[config.mk]
export PLATFORM = sky130hd
export DESIGN_NAME = fx3_burst_reader_flat
export DESIGN_NICKNAME = d
export VERILOG_FILES = /design/src/rtl/fx3_burst_reader_pkg.sv /design/src/rtl/fx3_burst_reader_if.sv /design/src/rtl/fx3_burst_reader_test_pattern_checker.sv /design/src/rtl/fx3_burst_reader.sv /design/src/flat_wrapper.sv
export SDC_FILE = /design/constraint.sdc
export NUM_CORES = 1
export LEC_CHECK = 0
export ABC_AREA = 1
export ABC_CLOCK_PERIOD_IN_PS = 1600
export CAP_MARGIN = 0
export CORE_MARGIN = 2
export CORE_UTILIZATION = 30
export CTS_BUF_LIST = sky130_fd_sc_hd__clkbuf_8 sky130_fd_sc_hd__clkbuf_16
export DETAILED_ROUTE_END_ITERATION = 6
export PLACE_DENSITY_LB_ADDON = 0.05
export SLEW_MARGIN = 40
export SYNTH_ARGS = -nofsm -noshare
export SYNTH_HDL_FRONTEND = slang
export SYNTH_SLANG_ARGS = --single-unit
[constraint.sdc]
create_clock -name fx3Clk -period 1.6 [get_ports fx3Clk]
set_input_delay 0.16 -clock fx3Clk [delete_from_list [all_inputs] [get_ports fx3Clk]]
set_output_delay 0.16 -clock fx3Clk [all_outputs]
set_load 0.005 [all_outputs]
[src/rtl/fx3_burst_reader_pkg.sv]
// Shared definitions for the FX3 burst reader: FSM encoding and burst/test-pattern defaults.
// BURST_WORDS default is also consumed by the FIFO dataAvailable threshold logic.
package fx3_burst_reader_pkg;

    typedef enum logic [1:0] {
        StIdle,
        StWaitDma,
        StRead,
        StDrain
    } state_e;

    localparam int unsigned BurstWordsDefault  = 8192;
    localparam int unsigned ReadLatencyDefault = 2;
    localparam logic [15:0] TestStepDefault    = 16'h0040;

endpackage

[src/rtl/fx3_burst_reader_if.sv]
// FIFO/FX3-side signal bundle of the burst reader. The reader is the slave view;
// the environment (FIFO, FX3 and control) is the master view.
interface fx3_burst_reader_if;

    logic        enable;
    logic        dataAvailable;
    logic        fx3DmaReady;
    logic        testMode;
    logic [15:0] sampleIn;
    logic        readData;
    logic        fx3Write;
    logic [15:0] fx3Data;
    logic        fx3PktEnd;
    logic        busy;
    logic        seqError;
    logic [15:0] errorCount;

    modport slave (
        input  enable, dataAvailable, fx3DmaReady, testMode, sampleIn,
        output readData, fx3Write, fx3Data, fx3PktEnd, busy, seqError, errorCount
    );

    modport master (
        output enable, dataAvailable, fx3DmaReady, testMode, sampleIn,
        input  readData, fx3Write, fx3Data, fx3PktEnd, busy, seqError, errorCount
    );

endinterface

[src/rtl/fx3_burst_reader_test_pattern_checker.sv]
// Checks that valid words follow an incrementing pattern of TEST_STEP; re-seeds on every word
// so a single jump in the sequence produces exactly one error.
module test_pattern_checker
    import fx3_burst_reader_pkg::*;
#(
    parameter logic [15:0] TEST_STEP = TestStepDefault
) (
    input  logic        clk,
    input  logic        reset,
    input  logic        valid,
    input  logic [15:0] data,
    input  logic        testMode,
    output logic        seqError,
    output logic [15:0] errorCount
);

    logic        seeded_q, seeded_d;
    logic [15:0] expected_q, expected_d;
    logic        seq_err_q, seq_err_d;
    logic [15:0] err_cnt_q, err_cnt_d;

    always_comb begin
        seeded_d   = seeded_q;
        expected_d = expected_q;
        seq_err_d  = seq_err_q;
        err_cnt_d  = err_cnt_q;
        if (!testMode) begin
            // Dropping testMode unseeds, so the next rise starts from a fresh seed.
            seeded_d = 1'b0;
        end else if (valid) begin
            seeded_d   = 1'b1;
            expected_d = data + TEST_STEP;
            if (seeded_q && (data != expected_q)) begin
                seq_err_d = 1'b1;
                if (err_cnt_q != 16'hFFFF) begin
                    err_cnt_d = err_cnt_q + 16'd1;
                end
            end
        end
    end

    always_ff @(posedge clk) begin
        if (reset) begin
            seeded_q   <= 1'b0;
            expected_q <= 16'h0000;
            seq_err_q  <= 1'b0;
            err_cnt_q  <= 16'h0000;
        end else begin
            seeded_q   <= seeded_d;
            expected_q <= expected_d;
            seq_err_q  <= seq_err_d;
            err_cnt_q  <= err_cnt_d;
        end
    end

    assign seqError   = seq_err_q;
    assign errorCount = err_cnt_q;

endmodule

[src/rtl/fx3_burst_reader.sv]
// Drains one BURST_WORDS burst from the ADC sample FIFO to the FX3 GPIF bus, gated by the
// FX3 DMA-ready flag, with an optional test-pattern sequence checker.
module fx3_burst_reader
    import fx3_burst_reader_pkg::*;
#(
    parameter int unsigned BURST_WORDS  = BurstWordsDefault,
    parameter int unsigned READ_LATENCY = ReadLatencyDefault,
    parameter logic [15:0] TEST_STEP    = TestStepDefault
) (
    input logic               fx3Clk,
    input logic               reset,
    fx3_burst_reader_if.slave bus
);

    localparam int unsigned CntW = $clog2(BURST_WORDS) + 1;
    localparam logic [CntW-1:0] BurstLen = CntW'(BURST_WORDS);
    localparam logic [CntW-1:0] LastIdx  = CntW'(BURST_WORDS - 1);

    state_e                  state_q, state_d;
    logic [CntW-1:0]         cnt_q, cnt_d;
    logic [READ_LATENCY-1:0] vld_q, vld_d;
    logic [READ_LATENCY-1:0] last_q, last_d;
    logic                    wr_q, wr_d;
    logic                    pkt_q, pkt_d;
    logic [15:0]             data_q, data_d;
    logic                    rd;
    logic                    tap_vld;
    logic                    seq_err;
    logic [15:0]             err_cnt;

    assign tap_vld = vld_q[READ_LATENCY-1];

    always_comb begin
        state_d = state_q;
        cnt_d   = cnt_q;
        rd      = 1'b0;
        unique case (state_q)
            StIdle: begin
                if (bus.enable && bus.dataAvailable) begin
                    state_d = StWaitDma;
                    cnt_d   = '0;
                end
            end
            StWaitDma: begin
                if (bus.fx3DmaReady) state_d = StRead;
            end
            StRead: begin
                // DMA-ready low only pauses issue; reads already in flight still emit.
                rd = bus.fx3DmaReady && (cnt_q < BurstLen);
                if (rd) begin
                    cnt_d = cnt_q + 1'b1;
                    if (cnt_q == LastIdx) state_d = StDrain;
                end
            end
            StDrain: begin
                if (vld_q == '0) state_d = StIdle;
            end
            default: state_d = StIdle;
        endcase
    end

    always_comb begin
        vld_d  = READ_LATENCY'({vld_q, rd});
        last_d = READ_LATENCY'({last_q, rd && (cnt_q == LastIdx)});
        wr_d   = tap_vld;
        pkt_d  = tap_vld && last_q[READ_LATENCY-1];
        data_d = tap_vld ? bus.sampleIn : data_q;
    end

    always_ff @(posedge fx3Clk) begin
        if (reset) begin
            state_q <= StIdle;
            cnt_q   <= '0;
            vld_q   <= '0;
            last_q  <= '0;
            wr_q    <= 1'b0;
            pkt_q   <= 1'b0;
            data_q  <= 16'h0000;
        end else begin
            state_q <= state_d;
            cnt_q   <= cnt_d;
            vld_q   <= vld_d;
            last_q  <= last_d;
            wr_q    <= wr_d;
            pkt_q   <= pkt_d;
            data_q  <= data_d;
        end
    end

    test_pattern_checker #(
        .TEST_STEP(TEST_STEP)
    ) u_checker (
        .clk       (fx3Clk),
        .reset     (reset),
        .valid     (tap_vld),
        .data      (bus.sampleIn),
        .testMode  (bus.testMode),
        .seqError  (seq_err),
        .errorCount(err_cnt)
    );

    assign bus.readData   = rd;
    assign bus.fx3Write   = wr_q;
    assign bus.fx3Data    = data_q;
    assign bus.fx3PktEnd  = pkt_q;
    assign bus.busy       = (state_q != StIdle) || (vld_q != '0);
    assign bus.seqError   = seq_err;
    assign bus.errorCount = err_cnt;

endmodule
[src/flat_wrapper.sv]
// flat-port wrapper written by rule: the top's interface ports become plain ports
module fx3_burst_reader_flat import fx3_burst_reader_pkg::*;
#(
    parameter int unsigned BURST_WORDS  = BurstWordsDefault,
    parameter int unsigned READ_LATENCY = ReadLatencyDefault,
    parameter logic [15:0] TEST_STEP    = TestStepDefault
)
  (fx3Clk, reset, bus_enable, bus_dataAvailable, bus_fx3DmaReady, bus_testMode, bus_sampleIn, bus_readData, bus_fx3Write, bus_fx3Data, bus_fx3PktEnd, bus_busy, bus_seqError, bus_errorCount);
  fx3_burst_reader_if bus_i ();
  input logic fx3Clk;
  input logic reset;
  input wire logic [$bits(bus_i.enable)-1:0] bus_enable;
  input wire logic [$bits(bus_i.dataAvailable)-1:0] bus_dataAvailable;
  input wire logic [$bits(bus_i.fx3DmaReady)-1:0] bus_fx3DmaReady;
  input wire logic [$bits(bus_i.testMode)-1:0] bus_testMode;
  input wire logic [$bits(bus_i.sampleIn)-1:0] bus_sampleIn;
  output wire logic [$bits(bus_i.readData)-1:0] bus_readData;
  output wire logic [$bits(bus_i.fx3Write)-1:0] bus_fx3Write;
  output wire logic [$bits(bus_i.fx3Data)-1:0] bus_fx3Data;
  output wire logic [$bits(bus_i.fx3PktEnd)-1:0] bus_fx3PktEnd;
  output wire logic [$bits(bus_i.busy)-1:0] bus_busy;
  output wire logic [$bits(bus_i.seqError)-1:0] bus_seqError;
  output wire logic [$bits(bus_i.errorCount)-1:0] bus_errorCount;
  assign bus_i.enable = bus_enable;
  assign bus_i.dataAvailable = bus_dataAvailable;
  assign bus_i.fx3DmaReady = bus_fx3DmaReady;
  assign bus_i.testMode = bus_testMode;
  assign bus_i.sampleIn = bus_sampleIn;
  assign bus_readData = bus_i.readData;
  assign bus_fx3Write = bus_i.fx3Write;
  assign bus_fx3Data = bus_i.fx3Data;
  assign bus_fx3PktEnd = bus_i.fx3PktEnd;
  assign bus_busy = bus_i.busy;
  assign bus_seqError = bus_i.seqError;
  assign bus_errorCount = bus_i.errorCount;
  fx3_burst_reader #(.BURST_WORDS(BURST_WORDS), .READ_LATENCY(READ_LATENCY), .TEST_STEP(TEST_STEP)) u_core (.fx3Clk(fx3Clk), .reset(reset), .bus(bus_i));
endmodule
==> implementation parameters <==
Parameter                              Value

Floorplanning
  Core Box Area ... 12100 sq um
  DIE HEIGHT ... 116 microns
  Starting density of the core ... 0.309
  Width of the die ... 116 microns
  Std cell rows ... 40
  Die footprint ... 13400 sq um
  Number of top-level design ports ... 59

Finish
  Antenna diode count ... 0
  Fillers ... 1292
  Total number of nets in the final design ... 709
  Share of layout cells above drive strength 1 ... 0.257
  Post-route non-filler standard cell count ... 849
  Layout Cell Area excl Fill ... 5520 sq um
  Layout-stage area growth over the synthesis result ... 47.7%

Global routing
  Number of antenna violations at the first check in global routing ... 0
  Wire length of the first global-routing pass ... 16700 microns
  Via count of the first global-routing pass ... 3558
  Pin count of the biggest net entering global routing ... 36
  GRT Util Overall ... 0.160
  Total global routing overflow ... 0

Logic synthesis
  Cell count after synthesis ... 542
  Number of flip-flops and latches in the synthesized netlist ... 72
  Warning count from the yosys run ... 0
  Syn Nets ... 572
  Mean instance size in the synthesized netlist ... 6.90 sq um
  Post-Synthesis Cell Area ... 3740 sq um
  Register area share after synthesis ... 0.385
  Synth unique cells ... 40

Critical path
  End of the worst register-to-register path ... u_core.cnt_q[8]$_SDFFE_PP0P_
  Category of the critical setup timing path ... flip-flop to flip-flop
  Stage delay of the slowest cell on the critical path ... 0.37 ns
  Highest fanout seen on the critical path ... 4
  Number of buffers and inverters on the critical path ... 4
  Critical path's top delay family ... flip-flops
  Origin of the critical flop-to-flop path ... u_core.state_q[1]$_SDFFE_PP0P_
  Kind of start point of the critical path ... flip-flop
  R2R cell count ... 11
  Worst endpoint data arrival time ... 1.78 ns
  Ordered cell list for the critical path ... inv_4 -> ha_4 -> nor2_2 -> nand3b_4 -> buf_6 -> o21ai_4 -> inv_2 -> o21ai_2 -> o21ai_1 -> nand2_1 -> inv_1
  FF-to-FF setup slack ... 0.06 ns
  Required time of the critical path ... 1.84 ns
  Slowest stage cell on the critical path ... dfxtp_4
  Critical Path Sink Type ... flip-flop

Route
  Routed wire length ... 10100 microns
  Vias ... 3722
  Antenna Nets Post-Route ... 0
  Per-cell via count in the routed design ... 4.38
  Drt initial violations ... 142
  Total DRC errors in the routed layout ... 0
  WL per Instance ... 11.9 microns
  Initial DRT Pass Iterations ... 4

Timing
  Clock skew ... 0.00625 ns
  RSZ-0062 raised after global routing ... true
  Post-Route Setup TNS ... 0 ns
  Tcrit/Tclk final ... 0.964
  Measured slew at the worst slew-check pin ... 0.284 ns
  Highest clock rate ... 649 MHz
  Number of failing hold endpoints at the final stage ... 0
  Number of max-slew violations in the final report ... 0
  Final critical delay including setup and external delays ... 1.54 ns
  Number of endpoints failing setup at the final stage ... 0
  Worst slew margin relative to its limit ... 0.811

Clock network
  Sink count of the clock tree ... 72
  Hold-fix buffer count after cts ... 0
  Clock root buffer ... clkbuf_16
  Longest Clk Path Bufs ... 2
  H-tree depth ... 3
  Clock insertion delay at the later pin of the skew report ... 0.34 ns
  Clock tree from TritonCTS ... done
  Register clock-pin slew on the reported worst setup and hold paths ... 0.06 ns
  Number of buffers created by CTS ... 9

Power and ir drop
  Total power draw ... 5.01 mW
  Switching share of total power ... 0.282
  Relative contribution of the clock network to total power ... 0.371
  Total leakage power ... 2.41 nW
  Part of the total power dissipated in combinational logic ... 0.248
  Power density over cell area ... 906 nW/um^2
  Part of the total power dissipated in sequential elements ... 0.381
  Maximum VDD drop ... 0.000491 V
  Internal ... 3.59 mW
  Sw Pwr ... 1.41 mW

Worst hold path
  Type of the worst min-delay path ... input port to flip-flop
  Min-delay src ... bus_sampleIn[0]
  End of the worst hold path ... u_core.u_checker.expected_q[0]$_SDFFE_PP0P_
  WHS Path Cells ... 3

Placed design
  DPL Wire Length ... 7240 microns
  Number of port buffers ... 58
  Count of placed standard cells including taps ... 828
  Post-placement cell area ... 5040 sq um
  Final weighted congestion in routability-driven placement ... 0.788

Outcome
  Outcome ... completed

Flow run
  Max_cap viols ... 0
-- final cells by class --
class                   count  area [sq um]  share of cell area
multi-input cells         371          2070               0.374
flip-flops and latches     72          1460               0.264
repair buffers            139          1200               0.217
inverters                  86           328              0.0593
clock buffers              11           253              0.0458
well taps                 168           210              0.0381
clock inverters             2          8.76             0.00159
-- cells by family after synthesis --
kind of cell | after synthesis | synth area share
buf+inv | 101 | 0.105
simple gates | 249 | 0.310
xor+xnor | 10 | 0.0234
fa+ha+maj | 8 | 0.0268
flops | 72 | 0.385
compound gates | 102 | 0.150
-- cells in the mapped netlist, drive strengths merged --
cell type | count | area [sq um]
a31oi | 2 | 12.5
or2 | 1 | 6.26
a21boi | 1 | 7.51
nand2 | 123 | 472
nand3 | 21 | 125
clkbuf | 10 | 37.5
xnor2 | 2 | 17.5
nor3 | 12 | 86.3
a21oi | 49 | 253
buf | 5 | 32.5
dfxtp | 72 | 1440
ha | 8 | 100
nor2 | 75 | 327
nor3b | 1 | 7.51
nand4 | 14 | 109
nor4 | 1 | 6.26
inv | 85 | 319
o21bai | 2 | 15.0
clkinv | 1 | 3.75
o21a | 2 | 15.0
nand3b | 1 | 20.0
o21ai | 45 | 248
xor2 | 8 | 70.1
a221oi | 1 | 8.76
-- sequential cells by signal, indices dropped and copies added (netlist names) --
register and flops:
u_core.u_checker.expected_q 16, u_core.u_checker.seeded_q 1, u_core.cnt_q 14, u_core.vld_q 2, u_core.u_checker.errorCount 16, u_core.bus.fx3Data 16
u_core.bus.fx3PktEnd 1, u_core.bus.fx3Write 1, u_core.state_q 2, u_core.last_q 2, u_core.u_checker.seqError 1
-- power by group through the flow --
stage / Sequential [mW] / Clock, mW / Combinational, mW
after floorplan: 1.92 / 0 / 0.546
after global placement: 1.92 / 0 / 1.10
after detailed placement: 1.93 / 0 / 1.10
after CTS: 1.90 / 1.93 / 1.19
after global routing: 1.91 / 1.99 / 1.38
final: 1.91 / 1.86 / 1.24
-- tightest hold or removal path: cells and delay by family --
family	cells	cell delay, ns
AO/OA/AOI/OAI	2	0.20
buffers and inverters	1	0.14
-- timing repair --
action / 4_1_cts / 5_1_grt
cloned: 0 / 2
pin swaps: 4 / 13
buffers inserted: 5 / 1
endpoints found under the setup margin: 17 / 32
gates resized for setup: 13 / 41
-- routing by layer --
layer  share of wire  GRT usage  vias up
met5               0          0        -
met4           0.015     0.0595        0
met3           0.039     0.0476       11
met2            0.46      0.257       46
met1            0.48      0.203     1673
li1                -          -     1992
-- placed cells by master, fill, tap and decap left out, types with 4 or more instances in the layout --
cell type and n:
inv_2 14, clkdlybuf4s50_1 54, nand3_1 15, nand2_2 6
inv_1 70, dfxtp_1 66, nor2_4 6, ha_1 5
o21ai_1 5, xor2_1 8, nand2_1 117, nand4_1 12
nand3_2 5, nor2_2 14, buf_4 79, a21oi_1 46
o21ai_0 36, nor3_2 7, nor2_1 55, clkbuf_16 9
nor3_1 4
-- how the worst max path moves through the flow --
stage,from,end,cells past startpoint
after detailed placement,bus_sampleIn[7],u_core.u_checker.errorCount[2]$_SDFFE_PP0P_,12
after global routing,u_core.state_q[1]$_SDFFE_PP0P_,u_core.cnt_q[8]$_SDFFE_PP0P_,11
after global placement,bus_sampleIn[7],u_core.u_checker.errorCount[2]$_SDFFE_PP0P_,12
after floorplan,u_core.state_q[0]$_SDFFE_PP0P_,u_core.cnt_q[8]$_SDFFE_PP0P_,10
final,u_core.state_q[1]$_SDFFE_PP0P_,u_core.cnt_q[8]$_SDFFE_PP0P_,11
after CTS,u_core.u_checker.errorCount[0]$_SDFFE_PP0P_,u_core.u_checker.errorCount[7]$_SDFFE_PP0P_,9
-- per-stage QoR --
| step | utilization | hold slack (ns) | worst slack (ns) |
|---|---|---|---|
| after floorplan | - | 0.292 | 0.0363 |
| after global placement | 0.416 | 0.400 | -0.246 |
| after detailed placement | 0.416 | 0.405 | -0.264 |
| after CTS | 0.444 | 0.411 | 0.00251 |
| after global routing | 0.456 | 0.249 | -0.0475 |
| final | 0.456 | 0.197 | 0.0580 |
(Power assumes the default switching activity.)
